[config.mk]
export PLATFORM = sky130hd
export DESIGN_NAME = idex_cond_unit
export DESIGN_NICKNAME = d
export VERILOG_FILES = /design/src/rtl/idex_cond_unit.sv
export SDC_FILE = /design/constraint.sdc
export NUM_CORES = 1
export LEC_CHECK = 0
export ABC_AREA = 1
export CORE_MARGIN = 8
export CORE_UTILIZATION = 40
export DETAILED_ROUTE_END_ITERATION = 10
export PLACE_DENSITY = 0.82
export SYNTH_ARGS = -nofsm -noshare
export SYNTH_HDL_FRONTEND = slang
export SYNTH_SLANG_ARGS = --single-unit
[constraint.sdc]
create_clock -name clk -period 1.8 [get_ports clk]
set_clock_uncertainty 0.15 [all_clocks]
set_input_delay 0.54 -clock clk [delete_from_list [all_inputs] [get_ports clk]]
set_output_delay 0.54 -clock clk [all_outputs]
set_load 0.03 [all_outputs]
[src/rtl/idex_cond_unit.sv]
// ---------------------------------------------------------------------------
// idex_cond_unit
// ID/EX pipeline register for an ARM-style core, with condition evaluation,
// condition-gated control outputs and the NZCV flags register.
//
// Optional feature macro: COND_EXEC_EN
//   defined     - CondExE is decoded from the registered condition field
//                 and the current flags.
//   not defined - CondExE is tied to 1 and the condition field is ignored.
// ---------------------------------------------------------------------------
module idex_cond_unit #(
    parameter logic [3:0] FLAGS_RST = 4'b0000
) (
    input  logic       clk,
    input  logic       reset,
    input  logic       StallE,
    input  logic       FlushE,
    input  logic       PCSrcD,
    input  logic       RegWriteD,
    input  logic       MemtoRegD,
    input  logic       MemWriteD,
    input  logic       BranchD,
    input  logic       ALUSrcD,
    input  logic       NoWriteD,
    input  logic [2:0] ALUControlD,
    input  logic [1:0] FlagWriteD,
    input  logic [3:0] CondD,
    input  logic [3:0] ALUFlags,
    output logic       MemtoRegE,
    output logic       ALUSrcE,
    output logic [2:0] ALUControlE,
    output logic       PCSrcGE,
    output logic       RegWriteGE,
    output logic       MemWriteGE,
    output logic       BranchTakenE,
    output logic       CondExE,
    output logic [3:0] FlagsE
);

    // Everything the decode stage hands to the execute stage.
    typedef struct packed {
        logic       pc_src;
        logic       reg_write;
        logic       mem_to_reg;
        logic       mem_write;
        logic       branch;
        logic       alu_src;
        logic       no_write;
        logic [2:0] alu_control;
        logic [1:0] flag_write;
        logic [3:0] cond;
    } e_ctrl_t;

    e_ctrl_t    e_ctrl_d, e_ctrl_q;
    logic [3:0] flags_d, flags_q;

    // Next E-stage contents: bubble on flush (wins over stall), hold on stall,
    // otherwise capture the decode-stage control.
    // NOTE: every always_comb output gets a default first, so no latch can form.
    always_comb begin
        e_ctrl_d = e_ctrl_q;
        if (FlushE) begin
            e_ctrl_d = '0;
        end else if (!StallE) begin
            e_ctrl_d.pc_src      = PCSrcD;
            e_ctrl_d.reg_write   = RegWriteD;
            e_ctrl_d.mem_to_reg  = MemtoRegD;
            e_ctrl_d.mem_write   = MemWriteD;
            e_ctrl_d.branch      = BranchD;
            e_ctrl_d.alu_src     = ALUSrcD;
            e_ctrl_d.no_write    = NoWriteD;
            e_ctrl_d.alu_control = ALUControlD;
            e_ctrl_d.flag_write  = FlagWriteD;
            e_ctrl_d.cond        = CondD;
        end
    end

`ifdef COND_EXEC_EN
    logic flag_n, flag_z, flag_c, flag_v;
    assign {flag_n, flag_z, flag_c, flag_v} = flags_q;

    // Decode the E-stage condition field against the current NZCV flags.
    always_comb begin
        CondExE = 1'b0;
        case (e_ctrl_q.cond)
            4'b0000: CondExE = flag_z;                                // EQ
            4'b0001: CondExE = !flag_z;                               // NE
            4'b0010: CondExE = flag_c;                                // CS
            4'b0011: CondExE = !flag_c;                               // CC
            4'b0100: CondExE = flag_n;                                // MI
            4'b0101: CondExE = !flag_n;                               // PL
            4'b0110: CondExE = flag_v;                                // VS
            4'b0111: CondExE = !flag_v;                               // VC
            4'b1000: CondExE = flag_c && !flag_z;                     // HI
            4'b1001: CondExE = !flag_c || flag_z;                     // LS
            4'b1010: CondExE = (flag_n == flag_v);                    // GE
            4'b1011: CondExE = (flag_n != flag_v);                    // LT
            4'b1100: CondExE = !flag_z && (flag_n == flag_v);         // GT
            4'b1101: CondExE = flag_z || (flag_n != flag_v);          // LE
            4'b1110: CondExE = 1'b1;                                  // AL
            default: CondExE = 1'b0;                                  // 1111: never
        endcase
    end
`else
    // Every instruction executes; the condition field is carried but unused.
    logic unused_cond;
    assign unused_cond = ^e_ctrl_q.cond;
    assign CondExE     = 1'b1;
`endif

    // Flags update from the instruction leaving E; a stall freezes the flags,
    // a flush does not (it only affects what enters E).
    always_comb begin
        flags_d = flags_q;
        if (!StallE && CondExE) begin
            if (e_ctrl_q.flag_write[1]) flags_d[3:2] = ALUFlags[3:2];
            if (e_ctrl_q.flag_write[0]) flags_d[1:0] = ALUFlags[1:0];
        end
    end

    // E-stage control and flags registers with asynchronous reset.
    // NOTE: non-blocking assignments so every flop samples pre-edge values.
    always_ff @(posedge clk or posedge reset) begin
        if (reset) begin
            e_ctrl_q <= '0;
            flags_q  <= FLAGS_RST;
        end else begin
            e_ctrl_q <= e_ctrl_d;
            flags_q  <= flags_d;
        end
    end

    // Ungated registered control and the flags register.
    assign MemtoRegE    = e_ctrl_q.mem_to_reg;
    assign ALUSrcE      = e_ctrl_q.alu_src;
    assign ALUControlE  = e_ctrl_q.alu_control;
    assign FlagsE       = flags_q;

    // Condition-gated control; compare-type instructions never write the RF.
    assign PCSrcGE      = e_ctrl_q.pc_src    & CondExE;
    assign MemWriteGE   = e_ctrl_q.mem_write & CondExE;
    assign BranchTakenE = e_ctrl_q.branch    & CondExE;
    assign RegWriteGE   = e_ctrl_q.reg_write & CondExE & ~e_ctrl_q.no_write;

endmodule

==> impl_results.md <==
* Final routed wire length divided by cell count at 13.36 µm
* Final count of negative-setup-slack endpoints at 0
* Data required, critical path at 1.11 ns
* Die extent in y at 57.74 µm
* Setup repair after global routing missed its margin: no
* Grt total ovfl at 0
* Sequential fraction of the synthesis area at 57.45%
* Detailed-route via count at 624
* Critical-path maximum fanout at 2
* TritonCTS Buffers at 3
* Wire length of the first global-routing pass at 2946 µm
* Nets in the synthesized netlist at 104
* Final period utilization at 97.84%
* Leak at 0.5690 nW
* Starting utilization of the core area at 41.26%
* Synth Instances at 80
* Number of sinks driven by the clock tree at 16
* Min cycle time layout at 1.761 ns
* Count of pins on the block boundary at 38
* Number of DRC markers after the initial detailed-route iteration at 15
* Post-CTS setup buffer count at 0
* Adder-cell share of the synthesized area at 0%
* Yosys warnings at 0
* Setup Total Neg Slack at 0 ns
* Dominant combinational cell family by area after synthesis: simple AND/OR/NAND/NOR gates
* Max Buffers Root-to-Sink at 2
* Fraction of final layout cells sized beyond drive strength 1 at 8.929%
* Simple-gate share of the synthesized area at 31.60%
* Clock transition at the register clock pins on the worst setup and hold paths after CTS at 0.09 ns
* Pwr per Cell Area at 838.7 nW/µm²
* F_max at 0.5678 GHz
* Area growth from synthesis to layout at 46.68%
* Area taken by multi-input logic gates at 224.0 µm²
* Worst path bufs/invs at 1
* Largest voltage drop on the vdd net at 0.4329 mV
* HPWL after DPL at 1343 µm
* Cell-by-cell listing of the critical path: dlygate4sd2_1
* Largest net degree at the start of global routing at 17
* FILL cells at 155
* Share of the synthesized netlist area taken by xor and xnor gates at 0%
* Mux cell area share after synthesis at 0%
* Final weighted congestion of routability-driven global placement at 0.7672
* CTS Hold Bufs at 0
* Compound-cell area share of the yosys netlist at 0%
* Met2 wire length at 812 µm
* Avg Inst Size Synth at 8.711 µm²
* TritonRoute pass-1 iters at 4
* Hold Path Class: reg -> reg
* Number of distinct library cell variants in the gate-level netlist after synthesis at 11
* Number of nets with antenna violations after routing at 0
* Crit path kind: reg -> out
* Clock tree from TritonCTS: built
* H-Tree Depth at 1
* Per-cell via count in the routed design at 4.837
* Core box area at 1689 µm²
* WL final at 1723 µm
* Category of cells accounting for the largest share of critical-path delay: buffers and inverters
* Crit path max-delay cell type: sky130_fd_sc_hd__dlygate4sd2_1
* Post-route DRC violation count at 0
* Max-slew violation count at 0
* Number of diodes added for antenna fixing at 0
* Number of antenna violations at the first check in global routing at 0
* Number of global-route vias before repair at 651
* Overall routing resource usage at 11.31%
* Post-route met1 wirelength at 720 µm
* Peak per-stage delay on the critical path at 0.42 ns
* Total Nets Final at 137
* Wire length on met3 at 178 µm
* Status: completed
* Final hold violation count at 0
* Footprint of the flip-flops and latches at 400.4 µm²
* Die area at 3334 µm²
* Clock Root Buffer: sky130_fd_sc_hd__clkbuf_4
* Chip width at 57.74 µm
* Endpoint class of the critical path: output port
* Worst Path Arrival at 1.07 ns
* Worst-skew pair later-pin latency at 0.29 ns
* Number of storage elements in the synthesis netlist at 16
* Final Total Pwr at 0.8573 mW
* Cell area after technology mapping at 696.9 µm²
* Number of placement rows at 15
* Top layer in use: met4
* Reported max-cap violation count at 0
* Port-buffer cells at 32
* Worst setup SP type: register
-- routing by layer --
layer	vias to the layer above	global-route usage, %
li1	311	-
met1	290	12.42
met2	21	18.17
met3	2	5.960
met4	0	4.196
met5	-	0
-- synthesized netlist by cell type, drive strengths merged --
master,n,area (µm²)
nand2,34,130.1
nand3,16,80.08
nor2,2,10.01
dfrtp,16,400.4
buf,7,57.55
inv,4,15.01
conb,1,3.750
-- stage by stage --
step	hold WS [ns]	util (%)	instances	setup WS (ns)	cell area [µm²]
floorplan	0.3037	-	80	0.3322	696.9
global placement	0.3043	59.26	125	-0.02389	1001
detailed placement	0.3101	59.26	125	-0.04902	1001
CTS	0.3266	60.52	129	0.02793	1022
global route	0.3551	60.52	129	0.000009215	1022
finish	0.3251	60.52	129	0.03892	1022
-- what timing repair did --
item	CTS	global route
setup endpoints to repair	12	0
gates resized for setup	12	0
endpoints found under the hold margin	0	0
-- layout by cell type (no fill, tap or decap), types with 3 or more instances in the layout --
cell                              instances
sky130_fd_sc_hd__dlygate4sd2_1           12
sky130_fd_sc_hd__nand3_1                 16
sky130_fd_sc_hd__inv_1                    4
sky130_fd_sc_hd__clkbuf_4                 3
sky130_fd_sc_hd__clkdlybuf4s50_1         19
sky130_fd_sc_hd__buf_4                    4
sky130_fd_sc_hd__dfrtp_1                 16
sky130_fd_sc_hd__nand2_1                 33
-- final timing paths --
path                                startpoint             end  slack (ns)  depth (start not counted)
max in group asynchronous                reset       FlagsE[3]        0.91                          3
worst max-delay path            ALUControlE[1]  ALUControlE[1]        0.04                          1
worst max register to register     e_ctrl_q[4]       FlagsE[1]        0.92                          3
worst min-delay path                 FlagsE[3]       FlagsE[3]        0.33                          2
worst min register to register       FlagsE[3]       FlagsE[3]        0.33                          2
min in group asynchronous                reset       FlagsE[2]        0.40                          3
-- logic make-up (layout without fill, tap and decap cells) --
| kind of cell | Yosys count | after routing |
|---|---|---|
| flops | 16 | 16 |
| simple gates | 52 | 52 |
| buf+inv | 11 | 43 |
| other cells | 1 | 1 |
-- power by group --
part	internal (mW)	switching, mW
Clock	0.123	0.112
Combinational	0.0851	0.126
Sequential	0.393	0.0179
-- layout make-up --
| cell class | instances | share of cell area (%) |
|---|---|---|
| repair buffers | 35 | 31.82 |
| clock buffers | 4 | 3.550 |
| well taps | 17 | 2.081 |
| multi-input cells | 53 | 21.91 |
| inverters | 4 | 1.469 |
| flip-flops and latches | 16 | 39.17 |
-- flip-flops by register name (all words and copies together) (netlist names) --
name and count:
FlagsE 4, e_ctrl_q 4, ALUControlE 3, ALUSrcE 1, BranchTakenE 1, MemWriteGE 1, MemtoRegE 1, PCSrcGE 1
Note: power is estimated with default switching activity, not from simulation.
